<file path="src/rtl/divider.sv">
// Iterative RV64M divider (DIV/DIVU/REM/REMU and their W forms) for the EX stage.
// Restoring radix-2^BITS_PER_CYCLE core with sign pre-correction in INIT and
// post-correction plus RISC-V special cases in FIX.
// Optional build macro DIVIDER_EARLY_OUT_EN: INIT resolves divide-by-zero, signed
// overflow and |dividend| < |divisor| directly and jumps to DONE.
// Handshake: an operation starts when valid_i && div_ctrl_i.is_div is seen in IDLE;
// stall_o holds the pipeline from that cycle until DONE, where rslt_o carries the
// result for exactly one cycle with stall_o low so the instruction advances.

package rei_pkg;
    localparam int XLEN = 64;

    typedef struct packed {
        logic is_div;
        logic is_src_signed;
        logic is_rem;
        logic is_word;
    } div_ctrl_s;
endpackage

module divider
    import rei_pkg::*;
#(
    parameter int BITS_PER_CYCLE = 1
) (
    input  logic            clk_i,
    input  logic            rst_i,
    input  logic            valid_i,
    output logic            stall_o,
    input  div_ctrl_s       div_ctrl_i,
    input  logic [XLEN-1:0] src1_i,
    input  logic [XLEN-1:0] src2_i,
    output logic [XLEN-1:0] rslt_o
);

    generate
        if (!(BITS_PER_CYCLE == 1 || BITS_PER_CYCLE == 2 || BITS_PER_CYCLE == 4)) begin : g_bpc_check
            $fatal(1, "divider: BITS_PER_CYCLE must be 1, 2 or 4");
        end
    endgenerate

    localparam int CNT_W = $clog2(XLEN / BITS_PER_CYCLE + 1);
    localparam logic [CNT_W-1:0] N_DW = CNT_W'(XLEN / BITS_PER_CYCLE);
    localparam logic [CNT_W-1:0] N_W  = CNT_W'(32 / BITS_PER_CYCLE);

    typedef enum logic [2:0] {
        IDLE,
        INIT,
        CALC,
        FIX,
        DONE
    } state_e;

    state_e            state_q, state_d;
    logic [XLEN-1:0]   src1_q, src1_d;
    logic [XLEN-1:0]   src2_q, src2_d;
    logic              signed_q, signed_d;
    logic              op_rem_q, op_rem_d;
    logic              word_q, word_d;
    logic [XLEN-1:0]   dsr_q, dsr_d;     // divisor magnitude
    logic [XLEN-1:0]   quo_q, quo_d;     // dividend bits shift out, quotient bits shift in
    logic [XLEN-1:0]   prem_q, prem_d;   // partial remainder
    logic [CNT_W-1:0]  cnt_q, cnt_d;
    logic              q_neg_q, q_neg_d;
    logic              r_neg_q, r_neg_d;
    logic [XLEN-1:0]   rslt_q, rslt_d;

    logic [XLEN-1:0]   a_ext, b_ext, a_mag, b_mag;
    logic              a_neg, b_neg, div_zero, ovf;
    logic [XLEN-1:0]   step_quo, step_rem;
    logic [XLEN-1:0]   q_fix, r_fix, q_val, r_val;

    // Word results always sign-extend bit 31, unsigned forms included.
    function automatic logic [XLEN-1:0] fin(input logic w, input logic [XLEN-1:0] v);
        return w ? {{(XLEN-32){v[31]}}, v[31:0]} : v;
    endfunction

    // Operand conditioning from the latched operands: extension, magnitudes, special cases.
    always_comb begin
        a_ext = src1_q;
        b_ext = src2_q;
        if (word_q) begin
            a_ext = signed_q ? {{(XLEN-32){src1_q[31]}}, src1_q[31:0]} : {{(XLEN-32){1'b0}}, src1_q[31:0]};
            b_ext = signed_q ? {{(XLEN-32){src2_q[31]}}, src2_q[31:0]} : {{(XLEN-32){1'b0}}, src2_q[31:0]};
        end
        a_neg    = signed_q && a_ext[XLEN-1];
        b_neg    = signed_q && b_ext[XLEN-1];
        a_mag    = a_neg ? -a_ext : a_ext;
        b_mag    = b_neg ? -b_ext : b_ext;
        div_zero = (b_ext == '0);
        ovf      = signed_q && (b_ext == '1) &&
                   (word_q ? (a_ext == {{(XLEN-31){1'b1}}, {31{1'b0}}})
                           : (a_ext == {1'b1, {(XLEN-1){1'b0}}}));
    end

    // One CALC cycle: BITS_PER_CYCLE restoring shift/trial-subtract steps.
    always_comb begin
        logic [XLEN:0] shifted;
        logic [XLEN:0] trial;
        logic          no_borrow;
        step_quo  = quo_q;
        step_rem  = prem_q;
        shifted   = '0;
        trial     = '0;
        no_borrow = 1'b0;
        for (int i = 0; i < BITS_PER_CYCLE; i++) begin
            shifted   = {step_rem, step_quo[XLEN-1]};
            trial     = shifted - {1'b0, dsr_q};
            no_borrow = !trial[XLEN];
            step_rem  = no_borrow ? trial[XLEN-1:0] : shifted[XLEN-1:0];
            step_quo  = {step_quo[XLEN-2:0], no_borrow};
        end
    end

    // Sign post-correction with RISC-V divide-by-zero and overflow overrides.
    always_comb begin
        q_fix = q_neg_q ? -quo_q : quo_q;
        r_fix = r_neg_q ? -prem_q : prem_q;
        q_val = div_zero ? '1 : (ovf ? a_ext : q_fix);
        r_val = div_zero ? a_ext : (ovf ? '0 : r_fix);
    end

    // Next-state and datapath update for the IDLE/INIT/CALC/FIX/DONE sequence.
    always_comb begin
        state_d  = state_q;
        src1_d   = src1_q;
        src2_d   = src2_q;
        signed_d = signed_q;
        op_rem_d = op_rem_q;
        word_d   = word_q;
        dsr_d    = dsr_q;
        quo_d    = quo_q;
        prem_d   = prem_q;
        cnt_d    = cnt_q;
        q_neg_d  = q_neg_q;
        r_neg_d  = r_neg_q;
        rslt_d   = rslt_q;
        case (state_q)
            IDLE: begin
                if (valid_i && div_ctrl_i.is_div) begin
                    src1_d   = src1_i;
                    src2_d   = src2_i;
                    signed_d = div_ctrl_i.is_src_signed;
                    op_rem_d = div_ctrl_i.is_rem;
                    word_d   = div_ctrl_i.is_word;
                    state_d  = INIT;
                end
            end
            INIT: begin
                dsr_d   = b_mag;
                quo_d   = word_q ? (a_mag << (XLEN - 32)) : a_mag;
                prem_d  = '0;
                cnt_d   = word_q ? N_W : N_DW;
                q_neg_d = a_neg ^ b_neg;
                r_neg_d = a_neg;
                state_d = CALC;
`ifdef DIVIDER_EARLY_OUT_EN
                if (div_zero || ovf || (a_mag < b_mag)) begin
                    rslt_d  = fin(word_q,
                                  div_zero ? (op_rem_q ? a_ext : '1) :
                                  ovf      ? (op_rem_q ? '0 : a_ext) :
                                             (op_rem_q ? a_ext : '0));
                    state_d = DONE;
                end
`endif
            end
            CALC: begin
                quo_d  = step_quo;
                prem_d = step_rem;
                cnt_d  = cnt_q - CNT_W'(1);
                if (cnt_q == CNT_W'(1)) begin
                    state_d = FIX;
                end
            end
            FIX: begin
                rslt_d  = fin(word_q, op_rem_q ? r_val : q_val);
                state_d = DONE;
            end
            DONE: begin
                state_d = IDLE;
            end
            default: begin
                state_d = IDLE;
            end
        endcase
    end

    // FSM state register; the only reset flop.
    always_ff @(posedge clk_i or posedge rst_i) begin
        if (rst_i) begin
            state_q <= IDLE;
        end else begin
            state_q <= state_d;
        end
    end

    // Datapath registers; contents are don't-care outside an operation.
    always_ff @(posedge clk_i) begin
        src1_q   <= src1_d;
        src2_q   <= src2_d;
        signed_q <= signed_d;
        op_rem_q <= op_rem_d;
        word_q   <= word_d;
        dsr_q    <= dsr_d;
        quo_q    <= quo_d;
        prem_q   <= prem_d;
        cnt_q    <= cnt_d;
        q_neg_q  <= q_neg_d;
        r_neg_q  <= r_neg_d;
        rslt_q   <= rslt_d;
    end

    // Stall from the accepting cycle through FIX; result only in DONE.
    always_comb begin
        stall_o = !rst_i && ((state_q == INIT) || (state_q == CALC) || (state_q == FIX) ||
                             ((state_q == IDLE) && valid_i && div_ctrl_i.is_div));
        rslt_o  = (!rst_i && (state_q == DONE)) ? rslt_q : '0;
    end

endmodule

</file>
<file path="config.mk">
export PLATFORM = sky130hd
export DESIGN_NAME = divider
export DESIGN_NICKNAME = d
export VERILOG_FILES = /design/src/rtl/divider.sv
export SDC_FILE = /design/constraint.sdc
export NUM_CORES = 1
export LEC_CHECK = 0
export ABC_AREA = 0
export CAP_MARGIN = 10
export CORE_ASPECT_RATIO = 0.5
export CORE_MARGIN = 3
export CORE_UTILIZATION = 60
export DETAILED_ROUTE_END_ITERATION = 12
export DONT_BUFFER_PORTS = 1
export PLACE_DENSITY = 0.76
export SYNTH_ARGS = -nofsm -noshare
export SYNTH_HDL_FRONTEND = slang
export SYNTH_SLANG_ARGS = --single-unit
export TNS_END_PERCENT = 100
</file>
<file path="constraint.sdc">
create_clock -name clk_i -period 18 [get_ports clk_i]
set_input_delay 1.8 -clock clk_i [delete_from_list [all_inputs] [get_ports clk_i]]
set_output_delay 1.8 -clock clk_i [all_outputs]
set_load 0.05 [all_outputs]
</file>
# Word level (Yosys, flattened, before mapping)
# Cells that the tools add are included.
# totals
regBits	399
input_bits	135
output_inout_bits	65
elab_cells	74
# op_classes
addsub	6
n_eq_ne	10
n_mux	25
bitwise_logic	1
reduce_logical	19
# ops
op	count
two-way mux 64 bit	17
negator 64 bit	4
one-hot mux 64 bit (2 select lines)	2
== test 64 bit (second input constant)	3
subtractor 65 x 64 -> 65 bit	1
logical NOT 64 bit	1
one-hot mux 7 bit (2 select lines)	1
one-hot mux 3 bit (4 select lines)	1
logical AND 1 bit	9
== test 7 x 1 -> 1 bit (second input constant)	1
two-way mux 7 bit	1
subtractor 7 x 1 -> 7 bit (second input constant)	1
== test 3 x 2 -> 1 bit (second input constant)	2
two-way mux 3 bit	2
inequality test 2 bit (second input constant)	2
AND reduction 2 bit	2
== test 3 x 1 -> 1 bit (second input constant)	1
== test 3 bit (second input constant)	1
logical NOT 3 bit	1
logical OR 1 bit	3
logical NOT 1 bit	2
nonzero test 2 bit	1
two-way mux 1 bit	1
bitwise XOR 1 bit	1

# Depth between registers and ports, before layout
# logic_depth
depth_word	9
depth_mapped	14
ltp_nobuf	13

# Worst setup path after synthesis
# Ideal clock, no wire load.
# synth_timing
path_type	input port to flip-flop
from	input div_ctrl_i[3] in the netlist's numbering
to	register op_rem_q (enable)
setup_time_ps	942
t_arrival_ps	14205
required_ps	17058
slack_ps	2853
cell_stages	2
path_buffers	0
cell_sequence	nand2_1 -> nor4_1
# synth_via
elab_chain_len	2
# synth_rtl
element	line	text
from (decl)	30	input div_ctrl_s div_ctrl_i,
logical AND 1 bit	140	if (valid_i && div_ctrl_i.is_div) begin
AND reduction 2 bit (no line)	n/a	
to (signal assigned)	202	op_rem_q <= op_rem_d;
to (decl)	58	logic op_rem_q, op_rem_d;
# No other way between the ends.
# A chain may end at the register's enable or synchronous reset.

# Final worst setup path
# layout_timing
from	register word_q
to	register rslt_q[47], data pin
# layout_via
elab_chain_len	8
word_cells_on_any_way	15
classes_between	3 x eq/ne; 9 x mux; 3 x reduce/logical
# layout_rtl
element	line	text
from (decl)	59	logic word_q, word_d;
from (signal assigned)	203	word_q <= word_d;
two-way mux 64 bit	82	if (word_q) begin
== test 64 bit (on tied branches)	93, 91, 92	
two-way mux 1 bit or logical AND 1 bit (tied branches)	92, 91	
logical AND 1 bit	91	ovf = signed_q && (b_ext == '1) &&
two-way mux 64 bit (on tied branches) (2 in a row)	119, 120	
two-way mux 64 bit	176	rslt_d = fin(word_q, op_rem_q ? r_val : q_val);
two-way mux 64 bit *	75	return w ? {{(XLEN-32){v[31]}}, v[31:0]} : v;
to (signal assigned)	210	rslt_q <= rslt_d;
to (decl)	66	logic [XLEN-1:0] rslt_q, rslt_d;
# Every way passes the cells marked *; elsewhere a longest branch is shown, timed or not.

==> qor.csv <==
metric,value,unit
Slowest cell on crit path,nand2_1,
CTS Buffer Depth,3,
R2R cell count,12,
CP startpoint kind,flop,
hold depth,0,
CTS Hold Bufs,0,
first-pass GRT wire length,128000,um
Row Count,53,
nets,2967,
die area,0.0471,mm^2
H-tree depth,2,
Rel. slew slack,26.5,%
drt first pass iters,6,
Fin. Hold Viols,0,
initial DRC count,3510,
worst path cell trace,"buf_4, buf_4, and3_1, buf_4, o22ai_1, or4_1, a2111oi_0, a21oi_1, nand2_1, o21ai_1, nand2_1, o21ai_0",
most frequent cells in the layout,"edfxtp_1 (396), nand2_1 (272), o21ai_0 (248), a21oi_1 (233), nor2_1 (213)",
Final ANT Viol Nets,0,
sequential fraction of the synthesis area,44.9,%
layout cells sized above 1,5.23,%
Crit Path Category,reg -> reg,
worst vdd ir,92.0,uV
io pins,200,
design area,0.0284,mm^2
Pwr Density,170,mW/mm^2
Synth-to-Final Area Change,6.55,%
# setup viols final,0,
most common flop cell mapped by yosys,edfxtp_1,
Critical Path End Type,flop,
"Cell Area, Placed",0.0271,mm^2
number of global-route vias before repair,20600,
Final Skew,37.9,ps
Port Buffers,0,
Worst Path Arrival,6560,ps
worst r2r src,word_q,
die span in x,304,um
Clock Tree Root,clkbuf_16,
pre-CTS WS,11930,ps
largest net degree at the start of global routing,82,
Max Cap Viol,0,
Synth Cell Area,0.0266,mm^2
# clock sinks,399,
worst skew pair latency,590,ps
Netlist cell types,77,
WP buf/inv,3,
r2r setup slk,11690,ps
Mean Syn Cell Area,9.39,um^2
Least-Margin Pin Slew,1100,ps
Pleak,0.0102,uW
Ys Warns,0,
"commonest non-fill, non-tap cell in the layout",edfxtp_1,
"Period Utilization, post-route",35.0,%
total grt overflow,0,
f_max,0.159,GHz
Core Area,0.0429,mm^2
cell mode on critical path,buf_4,
hold path endpoint,dsr_q[0],
Die Height,155,um
status,"finished, final reports clean",
fin worst setup slack,11690,ps
CP required,18260,ps
GPL Wtd Cong,1.02,
Post-route DRC,0,
vias per cell,6.80,
Initial Utilization,62.1,%
post-CTS setup buffer count,0,
number of synthesized flops with an enable pin,396,
CTS tree,yes,
Post-CTS Resized,0,
unrepaired setup endpoints after global routing,false,
Top delay family on crit path,simple AND/OR/NAND/NOR gates,
drt wl/cell,25.5,um
Multi-input gate area,0.0137,mm^2
Slew Limit Fails,0,
worst hold path class,reg -> reg,
vias after detailed routing,22900,
CTS buffer count,38,
filler cell count,3516,
crit path max fanout,49,
initial antenna violation count,8,
Worst path max stage delay,840,ps
total routed wirelength,85900,um
Fin Hold WS,524,ps
Critical R2R Capture,rslt_q[47],
HPWL after DPL,63200,um
fin crit period,6310,ps
FF/Latch Area,0.0120,mm^2
Gate Count Post-Synth,2836,
post-synthesis register bit count,399,
Synth async-reset ratio,0.752,%
Pwr Total,4830,uW
synthesized net count,3043,
HP Start,src2_q[0],
clock slew at reported path FFs,70,ps
GR Util All Layers,35.2,%
TNS Setup,0,ps
[sequential cells by signal (all words and copies together) (netlist names), 3 cells and up]
register and count:
dsr_q 64, prem_q 64, quo_q 64, rslt_q 64, src1_q 64, src2_q 64
cnt_q 7, state_q 3
[per-layer routing]
layer / track usage (%) / vias up / part of all wire (%)
li1: - / 10300 / -
met1: 54.6 / 10900 / 44
met2: 47.7 / 1569 / 40
met3: 11.2 / 135 / 15
met4: 7.43 / 2 / 2.1
met5: 0 / - / 0.015
[power breakdown]
| group | switching [uW] | leakage, uW | internal [uW] |
|---|---|---|---|
| Sequential | 341 | 0.00376 | 1410 |
| Combinational | 1410 | 0.00583 | 817 |
| Clock | 385 | 0.000606 | 459 |
[Yosys cell counts, types with 18 or more instances]
master / instances / area [um^2]
nand2_1: 272 / 1020
nand3_1: 34 / 170
xor2_1: 119 / 1040
and3_1: 18 / 113
inv_1: 126 / 473
o221ai_1: 24 / 210
and2_1: 77 / 482
or3_1: 41 / 257
nor2_1: 215 / 807
a21o_1: 24 / 180
or2_2: 20 / 125
mux2i_1: 49 / 490
a21oi_1: 233 / 1170
nand4_1: 48 / 300
nand2b_1: 20 / 125
nor3_1: 64 / 320
or4_1: 35 / 263
clkbuf_1: 136 / 510
xnor2_1: 174 / 1520
o21ai_0: 249 / 1250
a31oi_1: 30 / 188
edfxtp_1: 396 / 11900
nor4_1: 37 / 231
o31ai_1: 81 / 608
ha_1: 71 / 888
[per-stage QoR]
step / util (%) / cells
2_1_floorplan: - / 2836
3_3_place_gp: 63.2 / 3297
3_5_place_dp: 63.2 / 3297
4_1_cts: 66.1 / 3366
5_1_grt: 66.2 / 3370
6_report: 66.2 / 3372
[cells by family (layout without fill, tap and decap cells)]
kind of cell	Yosys count	count (layout)	synth area share (%)
AOI/OAI and AO/OA	818	818	19.0
xor gates and xnor gates	293	293	9.63
adders and majority gates	72	72	3.41
buffers and inverters	280	233	3.97
DFF	399	399	44.9
muxes	53	53	2.01
other	0	6	0
and+or+nand+nor	921	921	17.0
[how the worst max path moves through the flow]
stage	startpoint	to	slack, ps	cells after the start
floorplan	div_ctrl_i[3]	op_rem_q	2850	2
global placement	word_q	rslt_q[44]	12210	12
finish	word_q	rslt_q[47]	11690	12
global route	word_q	rslt_q[47]	11230	12
CTS	word_q	rslt_q[47]	11900	12
detailed placement	word_q	rslt_q[47]	11930	12
[cell type report]
| class | count | share of cell area [%] |
|---|---|---|
| Inverter | 128 | 1.69 |
| Tap cell | 577 | 2.54 |
| Multi-Input combinational cell | 2157 | 48.2 |
| Antenna cell | 6 | 0.0529 |
| Sequential cell | 399 | 42.2 |
| Clock inverter | 23 | 0.873 |
| Timing Repair Buffer | 36 | 0.952 |
| Clock buffer | 46 | 3.53 |
Note: power is estimated with default switching activity, not from simulation.
